[src/rtl/alsu_pkg.sv]
// Shared constants for the ALSU seven-segment display driver.
// Glyph table (active-low {g,f,e,d,c,b,a}), special glyphs, width helper.
package alsu_pkg;

  localparam logic [6:0] SEG_E     = 7'h06;
  localparam logic [6:0] SEG_DASH  = 7'h3F;
  localparam logic [6:0] SEG_BLANK = 7'h7F;

  localparam logic [6:0] GLYPH [16] = '{
    7'h40, 7'h79, 7'h24, 7'h30,
    7'h19, 7'h12, 7'h02, 7'h78,
    7'h00, 7'h10, 7'h08, 7'h03,
    7'h46, 7'h21, 7'h06, 7'h0E
  };

  // Bits needed to count 0..n-1 (at least one).
  function automatic int cnt_w(input int n);
    return (n > 2) ? $clog2(n) : 1;
  endfunction

endpackage

[src/rtl/seg_scan_ctrl.sv]
// Digit scan: refresh counter, digit index, active-low one-hot anode select.
// Ports: clk, rst, en (scan runs), next_idx (index after this edge), sel.
module seg_scan_ctrl
  import alsu_pkg::*;
#(
  parameter int DIGITS      = 4,
  parameter int REFRESH_DIV = 100000
) (
  input  logic                       clk,
  input  logic                       rst,
  input  logic                       en,
  output logic [cnt_w(DIGITS)-1:0]   next_idx,
  output logic [DIGITS-1:0]          sel
);

  localparam int IW = cnt_w(DIGITS);
  localparam int RW = cnt_w(REFRESH_DIV);

  logic [RW-1:0] rcnt;
  logic [IW-1:0] idx;
  logic          wrap;

  // The index the output register latches is the one in force after
  // the edge, so a digit switch and a capture on the same edge show
  // the new digit with the old register contents for one cycle.
  always_comb begin
    wrap     = en && (rcnt == RW'(REFRESH_DIV - 1));
    next_idx = idx;
    if (wrap)
      next_idx = (idx == IW'(DIGITS - 1)) ? '0 : idx + 1'b1;
    sel           = '1;
    sel[next_idx] = 1'b0;
  end

  always_ff @(posedge clk or posedge rst) begin
    if (rst) begin
      rcnt <= '0;
      idx  <= '0;
    end else if (en) begin
      rcnt <= wrap ? '0 : rcnt + 1'b1;
      idx  <= next_idx;
    end
  end

endmodule

[src/rtl/alsu_seg_mux_driver.sv]
// Multiplexed seven-segment driver for an ALSU result with error blink.
// Ports: clk, rst, valid, data, hold, blank_lz -> anode, cathode, err.
module alsu_seg_mux_driver
  import alsu_pkg::*;
#(
  parameter int DATA_W      = 6,
  parameter int DIGITS      = 4,
  parameter int REFRESH_DIV = 100000,
  parameter int BLINK_DIV   = 25000000
) (
  input  logic              clk,
  input  logic              rst,
  input  logic              valid,
  input  logic [DATA_W-1:0] data,
  input  logic              hold,
  input  logic              blank_lz,
  output logic [DIGITS-1:0] anode,
  output logic [6:0]        cathode,
  output logic              err
);

  localparam int NW = 4 * DIGITS;
  localparam int IW = cnt_w(DIGITS);
  localparam int BW = cnt_w(BLINK_DIV);

  logic [NW-1:0]     disp;
  logic              run;
  logic              phase;
  logic [BW-1:0]     bcnt;
  logic [IW-1:0]     next_idx;
  logic [DIGITS-1:0] sel;
  logic [NW-1:0]     upper;
  logic [6:0]        seg;

  seg_scan_ctrl #(
    .DIGITS      (DIGITS),
    .REFRESH_DIV (REFRESH_DIV)
  ) u_scan (
    .clk      (clk),
    .rst      (rst),
    .en       (run),
    .next_idx (next_idx),
    .sel      (sel)
  );

  always_ff @(posedge clk or posedge rst) begin
    if (rst) begin
      disp <= '0;
      err  <= 1'b0;
    end else if (!hold) begin
      if (valid) begin
        disp <= NW'(data);
        err  <= 1'b0;
      end else begin
        err <= 1'b1;
      end
    end
  end

  // run holds the scan and outputs dark for one edge after reset
  // release, so the first lit digit appears on the second edge.
  always_ff @(posedge clk or posedge rst) begin
    if (rst) begin
      run   <= 1'b0;
      bcnt  <= '0;
      phase <= 1'b0;
    end else begin
      run <= 1'b1;
      if (bcnt == BW'(BLINK_DIV - 1)) begin
        bcnt  <= '0;
        phase <= ~phase;
      end else begin
        bcnt <= bcnt + 1'b1;
      end
    end
  end

  // upper == 0 means this digit and every digit above it are zero.
  always_comb begin
    upper = disp >> {next_idx, 2'b00};
    seg   = GLYPH[upper[3:0]];
    if (err)
      seg = (next_idx == IW'(DIGITS - 1)) ? SEG_E : SEG_DASH;
    else if (blank_lz && next_idx != '0 && upper == '0)
      seg = SEG_BLANK;
  end

  always_ff @(posedge clk or posedge rst) begin
    if (rst) begin
      anode   <= '1;
      cathode <= SEG_BLANK;
    end else if (!run) begin
      anode   <= '1;
      cathode <= SEG_BLANK;
    end else begin
      anode   <= (err && phase) ? '1 : sel;
      cathode <= seg;
    end
  end

endmodule

[config.mk]
export PLATFORM = sky130hd
export DESIGN_NAME = alsu_seg_mux_driver
export DESIGN_NICKNAME = d
export VERILOG_FILES = /design/src/rtl/alsu_pkg.sv /design/src/rtl/seg_scan_ctrl.sv /design/src/rtl/alsu_seg_mux_driver.sv
export SDC_FILE = /design/constraint.sdc
export NUM_CORES = 1
export LEC_CHECK = 0
export BUFFER_PORTS_ARGS = -buffer_cell sky130_fd_sc_hd__buf_2
export CAP_MARGIN = 20
export CORE_UTILIZATION = 29
export DETAILED_ROUTE_END_ITERATION = 10
export PLACE_DENSITY = 0.42
export SETUP_SLACK_MARGIN = 0.3
export SLEW_MARGIN = 20
export SYNTH_ARGS = -nofsm -noshare
export SYNTH_HDL_FRONTEND = slang
export SYNTH_SLANG_ARGS = --single-unit
[constraint.sdc]
create_clock -name clk -period 3.9 [get_ports clk]
set_input_delay 0.78 -clock clk [delete_from_list [all_inputs] [get_ports clk]]
set_output_delay 0.78 -clock clk [all_outputs]
set_load 0.05 [all_outputs]
# == Word level (Yosys, flattened, before mapping) ==
# Memory sizes are Yosys's and may differ from the RTL's.
# Index checks and enable logic that the tools add are counted.
# word_totals
reg_bits,64
rom_bits,112
in_bits,11
output_inout_bits,12
word_cells,48
memories,1
# classes
addsub,3
order_cmp,3
eq_ne,4
shifts,1
n_mux,15
bitwise,4
n_reduce_logical,8
# memory_table
name,words,word_bits,rd,rd_clocked_by_memory_dff,wr,line_no,rtl
(no name shown),16,7,1,0,0,alsu_seg_mux_driver.sv:81,seg = GLYPH[upper[3:0]];
# op_table
op,n
$mux 7,5
$add 25x1->25 const B,1
$eq 25x25->1 const B,1
$mux 25,1
$add 17x1->17 const B,1
$eq 17x17->1 const B,1
$mux 17,1
$logic_not 16->1,1
$shr 6x4->16,1
$mux 4,2
$mux 6,1
$ge 5x5->1 const B,1
$logic_and 1x1->1,5
$not 4->5,1
$eq 2x2->1 const B,2
$mux 2,2
$not 4->4,1
$lt 2x3->1 const B,1
$add 2x1->2 const B,1
$demux 1 s2,1
$ge 2x1->1 const B,1
$mux 1,2
$not 1->1,2
$reduce_and 2->1,1
$reduce_bool 2->1,1

# == Depth between registers and ports, before layout ==
# Gate-level depths: netlist (run 1).
# logic_depth
word_depth,11
depth_mapped,14
depth_no_buf,14

# == Hierarchy ==
# Synthesis (run 1) repeated with hierarchy kept, for this count alone.
# hier_totals
cells_unflattened,337
hier_area_um2,3453.3
# by_module_without_submodules
mod,n_inst,cells_per_inst,area_each_um2,seq_area_each_um2
alsu_seg_mux_driver,1,233,2401.1,1139.8
seg_scan_ctrl,1,104,1052.3,475.5

# == Worst setup path before layout (run 1) ==
# No wires, ideal clock.
# synth_timing
path_type,register to register
start,reg u_scan.rcnt[0]
end,reg cathode[4]
setup_ns,0.065
t_arrival_ns,2.760
required_time_ns,3.835
path_slack_ns,1.076
path_stages_with_launch,13
path_buffers,0
period_less_slack_ns,2.824
path_cell_list,dfrtp_1 ha_1 and3_1 nand3_2 or2_4 mux2_4 or2_1 ha_1 a21o_1 mux2_2 nor3_1 o221ai_1 nand3_1
# synth_via
elab_chain_cells,11
elab_cells_between_ends,17
cone_classes,2 x eq/ne; 1 x shift; 7 x mux; 1 x bitwise; 5 x reduce/logical; 1 x memory
# synth_lines
item,line_no,rtl
"start, declared",seg_scan_ctrl.sv:19,logic [RW-1:0] rcnt;
"start signal, assigned",seg_scan_ctrl.sv:40,rcnt <= wrap ? '0 : rcnt + 1'b1;
$eq 17x17->1 *,seg_scan_ctrl.sv:27,wrap = en && (rcnt == RW'(REFRESH_DIV - 1));
$logic_and 1x1->1 *,seg_scan_ctrl.sv:27,
$mux 2 *,seg_scan_ctrl.sv:29,if (wrap)
$shr 6x4->16,alsu_seg_mux_driver.sv:80,"upper = disp >> {next_idx, 2'b00};"
$not 4->5 (not written as such),alsu_seg_mux_driver.sv:81,
$mem_v2 16x7,--,
$mux 7 (not written as such) (2 in a row),alsu_seg_mux_driver.sv:81,
$mux 7,alsu_seg_mux_driver.sv:84,else if (blank_lz && next_idx != '0 && upper == '0)
$mux 7 *,alsu_seg_mux_driver.sv:82,if (err)
$mux 7 *,alsu_seg_mux_driver.sv:92,end else if (!run) begin
"end signal, assigned",alsu_seg_mux_driver.sv:97,cathode <= seg;
"end, declared",alsu_seg_mux_driver.sv:18,"output logic [6:0] cathode,"
# Every way passes the cells marked *; elsewhere a longest branch is shown, timed or not. The select of a mux whose other input is x is not followed.
# A chain may end at the register's enable or synchronous reset.

# == Worst setup path after layout (run 1) ==
# Same ends and word-level chain as after synthesis.

==> impl_metrics.csv, run 1 <==
group,metric,value,unit
place,globalplace.congestion,0.7885,
sta,fmax,0.3212,GHz
drt,finalWirelength,7.388,mm
worst_setup_path,cp-end-kind,"register",
clocking,cts_buffer_depth,2,
finish,nNetsFinal,380,
yosys,synth_cell_types,53,
power_and_ir_drop,comb_power_share,0.127,
worst_setup_path,crit_path_start_kind,"register",
yosys,synth_seq_area_share,0.4801,
finish,n_antenna_cell,0,
drt,vias_per_cell,4.913,
global_route,grtUsageTotal,0.1338,
yosys,synth_top_area_cell,"dfrtp_1",
yosys,synth.area.top_cells,"dfrtp_1 (39%), dfstp_2 (8.6%), xor2_1 (5.2%), nor2_1 (4.9%), xnor2_1 (4.4%)",
yosys,synthSimpleGateAreaFrac,0.2388,
sta,skew,0.006701,ns
power_and_ir_drop,clockPowerShare,0.442,
yosys,synth_area,3364,um^2
floorplanning,die_h,109.7,um
power_and_ir_drop,p_sw_frac,0.2696,
clocking,clock_sinks,64,
sta,fin_crit,3.113,ns
power_and_ir_drop,ir_worst_vdd,0.2225,mV
clocking,cts_max_level,3,
yosys,synth_top_family_by_area,"simple AND/OR/NAND/NOR gates",
yosys,synthAdderAreaFrac,0.03347,
floorplanning,coreArea,11080,um^2
power_and_ir_drop,power_leakage,1.696,nW
sta,worst_pin_slew,0.6599,ns
yosys,synth_compound_area_frac,0.06843,
global_route,grt_max_degree,29,
global_route,overflow,0,
worst_setup_path,criticalPathCategory,"reg2reg",
global_route,grt_pass1_wl,12.06,mm
clocking,post_cts_resized,0,
global_route,antenna_found_initial,0,
yosys,syn_nets,352,
finish,num-fill-cells,1134,
finish,drive_above_1_share,0.2055,
place,dp_hpwl,5.264,mm
job,maxCapViolations,0,
drt,wl_per_cell,14.63,um
sta,setup_violations,0,
sta,final-hold-violation-count,0,
yosys,synth_edf_count,0,
floorplanning,die_width,109.7,um
drt,route.vias.total,2481,
sta,slew_headroom,0.5600,
floorplanning,die-area,12040,um^2
place,io_buffers,22,
power_and_ir_drop,power.internal,1.321,mW
drt,first_pass_iters,4,
sta,drv_slew,0,
yosys,syn_inst,332,
power_and_ir_drop,p_seq_frac,0.431,
yosys,synth_top_area_frac,0.3942,
finish,stdcell_count,505,
drt,ant_nets,0,
floorplanning,ios,23,
power_and_ir_drop,switching_power,0.4876,mW
clocking,ctsHoldBuffers,0,
yosys,synth-seq-cells,64,
worst_hold_path,hold_class,"in2async",
sta,rsz0062_at_grt,"no",
place,dp.cells,489,
yosys,synthXorXnorAreaFrac,0.09632,
clocking,path_clk_slew,0.06,ns
yosys,async_flop_share,1.000,
worst_setup_path,path_max_fanout,6,
yosys,synth_mux_area_frac,0.05913,
run_status,status,"finished, final reports clean",
clocking,clk_latency,0.33,ns
drt,drtIter0Drc,85,
sta,setup-tns-final,0,ns
yosys,ys.warnings.count,0,
clocking,ctsRootBufferMaster,"clkbuf_16",
worst_setup_path,worstPathArrival,3.38,ns
power_and_ir_drop,p_per_area,459.7,nW/um^2
clocking,post_cts_buffers,0,
yosys,avgSynthCellArea,10.13,um^2
worst_setup_path,required,4.16,ns
floorplanning,initial_utilization,0.3037,
yosys,synth_ff_type,"dfrtp_1",
floorplanning,rows,38,
drt,drc,0,
clocking,cts_buffers,9,
global_route,grt_pass1_vias,2392,
finish,area_delta_synth_final,16.96,%
clocking,cts_tree,"built",
sta,min_period_over_period,0.7982,
==> logic make-up (layout without fill, tap and decap cells) <==
kind of cell,count (synthesis),in the layout
xor gates and xnor gates,37,37
muxes,17,17
and+or+nand+nor,151,151
buffers and inverters,18,51
DFF,64,64
AOI/OAI and AO/OA,35,35
adders and majority gates,9,9
other,1,1
==> power by group through the flow <==
stage | clock network [mW] | registers, mW | logic [mW]
detailed placement | 0 | 0.790 | 0.231
finish | 0.800 | 0.780 | 0.229
global placement | 0 | 0.792 | 0.231
CTS | 0.829 | 0.779 | 0.232
global route | 0.852 | 0.788 | 0.255
floorplan | 0 | 0.797 | 0.160
==> Yosys cell counts, types with 2 or more instances <==
cell and n:
dfrtp_1 53, nor2_1 44, nand2_1 28, nand3_1 23, xor2_1 20, xnor2_1 17
dfstp_2 11, ha_1 9, inv_1 9, mux2_2 9, nand4_1 9, o21ai_0 9
a21oi_1 8, nor3_1 7, and3_1 6, mux2i_1 6, and4_1 5, and2_1 4
buf_2 4, clkbuf_1 4, nor2b_1 3, nor4b_1 3, o211ai_1 3, o221ai_1 3
a31oi_1 2, nand2b_1 2, nor4_1 2, nor4_2 2, or2_1 2, or3_1 2
==> final cells by class <==
type | instances | area, um^2 | share of cell area
clock inverters | 6 | 58.81 | 0.01494
inverters | 9 | 33.78 | 0.008585
multi-input cells | 250 | 1673 | 0.4251
flip-flops and latches | 64 | 1615 | 0.4105
repair buffers | 26 | 140.1 | 0.03561
well taps | 140 | 175.2 | 0.04452
clock buffers | 10 | 239.0 | 0.06073
==> layout by cell type (no fill, tap or decap), types with 5 or more instances in the layout <==
cell type / synthesis / layout
clkbuf_16: 0 / 9
nand4_1: 9 / 9
nand2_1: 28 / 28
nand3_1: 23 / 23
xnor2_1: 17 / 17
and3_1: 6 / 6
nor2_1: 44 / 44
mux2_2: 9 / 9
nor3_1: 7 / 7
ha_1: 9 / 9
and4_1: 5 / 5
o21ai_0: 9 / 9
dfrtp_1: 53 / 53
buf_2: 4 / 22
mux2i_1: 6 / 6
inv_1: 9 / 8
a21oi_1: 8 / 8
dfstp_2: 11 / 11
xor2_1: 20 / 20
==> worst paths after layout <==
kind                                            startpoint                         end  slack, ns  depth (start not counted)
max in group asynchronous                              rst          anode[0]$_DFF_PP1_       2.65                          3
worst max-delay path            u_scan.rcnt[0]$_DFFE_PP0P_        cathode[4]$_DFF_PP1_       0.79                         13
worst min-delay path                                   rst  u_scan.rcnt[8]$_DFFE_PP0P_       0.47                          2
worst min register to register           bcnt[4]$_DFF_PP0_           bcnt[4]$_DFF_PP0_       0.47                          1
worst max register to register  u_scan.rcnt[0]$_DFFE_PP0P_        cathode[4]$_DFF_PP1_       0.79                         13
min in group clk                         bcnt[4]$_DFF_PP0_           bcnt[4]$_DFF_PP0_       0.47                          1
==> critical path, cell delays in order (launching register included) <==
cell      delay [ns]
dfrtp_1         0.38
ha_1            0.20
and3_1          0.26
nand3_2         0.15
or2_4           0.32
mux2i_4         0.24
mux2i_1         0.13
or2_1           0.28
ha_1            0.22
a21o_1          0.18
mux2_2          0.26
nor3_1          0.13
o221ai_1        0.17
nand3_1         0.12
==> state kept, by name, summed over array words and instances, names as in the netlist <==
register / flops
disp: 6
phase: 1
u_scan.rcnt: 17
anode: 4
bcnt: 25
cathode: 7
err: 1
run: 1
u_scan.idx: 2
==> through the flow <==
step	area [um^2]	hold slack [ns]	total power, mW	util	setup WS [ns]
6_report	3935	0.4656	1.809	0.3552	0.7869
5_1_grt	3935	0.5028	1.895	0.3552	0.5609
4_1_cts	3935	0.4726	1.840	0.3552	0.8114
3_3_place_gp	3637	0.4595	1.023	0.3283	0.8561
2_1_floorplan	3364	0.4387	0.9571	-	1.076
3_5_place_dp	3637	0.4616	1.021	0.3283	0.8228
==> layer usage <==
| layer | share of wire | up-vias | track usage |
|---|---|---|---|
| li1 | - | 1219 | - |
| met1 | 0.48 | 1207 | 0.1724 |
| met2 | 0.46 | 42 | 0.2098 |
| met3 | 0.040 | 13 | 0.03794 |
| met4 | 0.019 | 0 | 0.05619 |
| met5 | 0 | - | 0 |
Note: power is estimated with default switching activity, not from simulation.
==> inputs of run 2 (changes only) <==
--- a/config.mk
+++ b/config.mk
@@ -5,11 +5,12 @@
 export SDC_FILE = /design/constraint.sdc
 export NUM_CORES = 1
 export LEC_CHECK = 0
+export ABC_AREA = 1
 export BUFFER_PORTS_ARGS = -buffer_cell sky130_fd_sc_hd__buf_2
 export CAP_MARGIN = 20
 export CORE_UTILIZATION = 29
 export DETAILED_ROUTE_END_ITERATION = 10
-export PLACE_DENSITY = 0.42
+export PLACE_DENSITY = 0.44
 export SETUP_SLACK_MARGIN = 0.3
 export SLEW_MARGIN = 20
 export SYNTH_ARGS = -nofsm -noshare
==> constraint.sdc (replaced) <==
create_clock -name clk -period 2.8 [get_ports clk]
set_input_delay 0.56 -clock clk [delete_from_list [all_inputs] [get_ports clk]]
set_output_delay 0.56 -clock clk [all_outputs]
set_load 0.05 [all_outputs]
==> run 2 against run 1 <==
Against the previous run:
- global-route usage shrank 0.34 points
- critical path depth is 1 higher
- via count rose by 19%
- register-to-register slack got worse by 0.29 ns
- cell area rose by 9.5%
- die area increased by 7.6%
- worst hold slack worse by 0.17 ns
- synthesized area is 7.7% higher
- total power is 40% higher
- clock skew increased by 0.00063 ns
- clock-buffer cell count increased by 4
==> impl_metrics.csv, run 2 <==
group,metric,value,unit
yosys,syn_inst,455,
yosys,ys.warnings.count,0,
sta,worst_pin_slew,0.6389,ns
yosys,synth.most_common_cell,"nand2_1",
clocking,cts_buffer_depth,2,
yosys,async_flop_share,1.000,
sta,fin_crit,2.302,ns
finish,multi_input_area,1693,um^2
floorplanning,initial_utilization,0.2992,
floorplanning,coreArea,12110,um^2
worst_setup_path,crit_path_start_kind,"register",
worst_setup_path,path_max_fanout,13,
yosys,synth_top_area_frac,0.3660,
drt,wl_met3,293,um
worst_setup_path,required,3.06,ns
drt,highest_layer,"met4",
drt,finalWirelength,7.573,mm
clocking,cts_buffers,9,
floorplanning,die-area,12950,um^2
power_and_ir_drop,p_seq_frac,0.414,
finish,nNetsFinal,510,
power_and_ir_drop,ir_worst_vdd,0.3498,mV
drt,route.met2.wl,3.592,mm
worst_setup_path,r2r-start,"u_scan.rcnt[0]$_DFFE_PP0P_",
power_and_ir_drop,p_sw_frac,0.2630,
sta,skew,0.007329,ns
sta,slew_headroom,0.5701,
finish,largest_register_ffs,25,
yosys,synth-seq-cells,64,
finish,n_antenna_cell,0,
drt,drc,0,
worst_setup_path,criticalPathCategory,"reg2reg",
global_route,grtUsageTotal,0.1304,
drt,wl_per_cell,11.42,um
worst_setup_path,r2r_setup_slack,0.50,ns
yosys,synth_edf_count,0,
finish,final_common_cell,"nand2_1",
yosys,synth_cell_types,41,
yosys,synth_ff_type,"dfrtp_1",
drt,ant_nets,0,
global_route,overflow,0,
yosys,synth.area.top_cells,"dfrtp_1 (37%), nand2_1 (9.9%), dfstp_2 (8.0%), inv_1 (7.9%), nor2_1 (5.0%)",
finish,final_util,0.3558,
run_status,status,"finished, final reports clean",
clocking,cts_tree,"built",
sta,fmax,0.4345,GHz
job,maxCapViolations,0,
worst_hold_path,hold_class,"in2async",
drt,first_pass_iters,5,
place,globalplace.congestion,0.8650,
floorplanning,rows,40,
place,io_buffers,22,
finish,seq_area,1615,um^2
power_and_ir_drop,switching_power,0.6644,mW
clocking,clk_latency,0.33,ns
yosys,synth_top_area_cell,"dfrtp_1",
yosys,syn_nets,475,
finish,num-fill-cells,1279,
sta,hold_ws,0.2920,ns
drt,drtIter0Drc,211,
clocking,clock_sinks,64,
sta,setup_violations,0,
global_route,grt_pass1_wl,13.35,mm
yosys,synth_area,3623,um^2
clocking,ctsRootBufferMaster,"clkbuf_16",
yosys,avgSynthCellArea,7.964,um^2
power_and_ir_drop,comb_power_share,0.129,
sta,min_period_over_period,0.8220,
finish,reg_top3,"bcnt: 25 flops, u_scan.rcnt: 17 flops, cathode: 7 flops",
power_and_ir_drop,clockPowerShare,0.457,
worst_setup_path,crit_start,"u_scan.rcnt[0]$_DFFE_PP0P_",
yosys,synth_seq_area_share,0.4458,
finish,drive_above_1_share,0.1939,
floorplanning,die_width,113.8,um
sta,rsz0062_at_grt,"yes",
sta,drv_slew,0,
clocking,path_clk_slew,0.05,ns
global_route,grt_pass1_vias,2867,
finish,final_cell_mix,"nand2_1 (96), inv_1 (75), dfrtp_1 (53), nor2_1 (47), nand3_1 (23)",
power_and_ir_drop,power.internal,1.862,mW
power_and_ir_drop,p_per_area,586.2,nW/um^2
worst_setup_path,endpoint,"cathode[2]$_DFF_PP1_",
sta,final-hold-violation-count,0,
drt,vias_per_cell,4.448,
clocking,cts_max_level,3,
finish,regMostFlops,"bcnt",
worst_setup_path,worstPathArrival,2.56,ns
drt,met1_length,3.589,mm
place,dp_hpwl,5.575,mm
global_route,grt_max_degree,65,
floorplanning,die_h,113.8,um
power_and_ir_drop,power_leakage,2.081,nW
sta,setup_slack,0.4983,ns
yosys,yosys-top-cells-count,"nand2_1 (96), inv_1 (76), dfrtp_1 (53)",
drt,route.vias.total,2949,
place,place_ws,0.4367,ns
worst_setup_path,reg2reg_to,"cathode[2]$_DFF_PP1_",
worst_setup_path,worstRegToRegCells,14,
global_route,antenna_found_initial,0,
clocking,ctsHoldBuffers,0,
worst_setup_path,cp-end-kind,"register",
floorplanning,ios,23,
finish,area_delta_synth_final,18.92,%
sta,setup-tns-final,0,ns
run 2: metal layers:
metal / track usage / vias up
met1: 0.1677 / 1355
li1: - / 1518
met2: 0.2102 / 66
met3: 0.03985 / 10
met4: 0.04069 / 0
met5: 0 / -
run 2: area by class of cell:
type | instances | share of cell area
Tap cell | 168 | 0.04878
Clock buffer | 14 | 0.06359
Sequential cell | 64 | 0.3749
Inverter | 81 | 0.07056
Multi-Input combinational cell | 305 | 0.3929
Timing Repair Buffer | 29 | 0.04065
Clock inverter | 2 | 0.008711
run 2: timing repair:
| action | CTS | global route |
|---|---|---|
| setup buffers | 0 | 3 |
| setup endpoints to repair | 0 | 7 |
| resized for setup | 0 | 6 |
| endpoints found under the hold margin | 0 | 0 |
run 2: cell families (layout without fill, tap and decap cells):
logic type,after synthesis,after routing,synth area share
compound gates,35,35,0.05663
xor+xnor,14,14,0.03384
simple gates,245,245,0.3353
flops,64,64,0.4458
other cells,1,1,0.001035
buf+inv,86,126,0.09323
mux,1,1,0.003108
fa+ha+maj,9,9,0.03108
run 2: power by group through the flow:
stage          combinational [mW]  sequential (mW)  clock [mW]
6_report                    0.326             1.05        1.15
5_1_grt                     0.376             1.05        1.24
4_1_cts                     0.325             1.04        1.20
3_5_place_dp                0.324             1.06           0
3_3_place_gp                0.324             1.06           0
2_1_floorplan               0.214             1.08           0
run 2: worst max-delay path: stages (launching register included):
cell     delay, ns
dfrtp_1       0.38
ha_1          0.22
nand2_1       0.08
inv_1         0.05
nand2_1       0.07
nor2_2        0.04
nand3_1       0.15
nand2_1       0.11
nand2_4       0.18
nand3_2       0.16
ha_1          0.23
nand3_1       0.20
nand3_1       0.14
a31oi_1       0.16
nand2_1       0.07
run 2: worst min path at each step:
stage	startpoint	end	slack, ns	cells after the start
after CTS	rst	bcnt[15]$_DFF_PP0_	0.31	3
after floorplan	phase$_DFFE_PP0N_	phase$_DFFE_PP0N_	0.45	1
after global placement	bcnt[0]$_DFF_PP0_	bcnt[0]$_DFF_PP0_	0.47	1
final	rst	bcnt[3]$_DFF_PP0_	0.29	3
after detailed placement	bcnt[0]$_DFF_PP0_	bcnt[0]$_DFF_PP0_	0.48	1
after global routing	rst	bcnt[15]$_DFF_PP0_	0.33	3
run 2: per-stage QoR:
step / power (mW) / cell area, um^2 / std cells
final: 2.526 / 4309 / 663
after global routing: 2.670 / 4309 / 663
after CTS: 2.564 / 4264 / 660
after detailed placement: 1.383 / 3953 / 644
after global placement: 1.384 / 3953 / 644
after floorplan: 1.298 / 3623 / 455
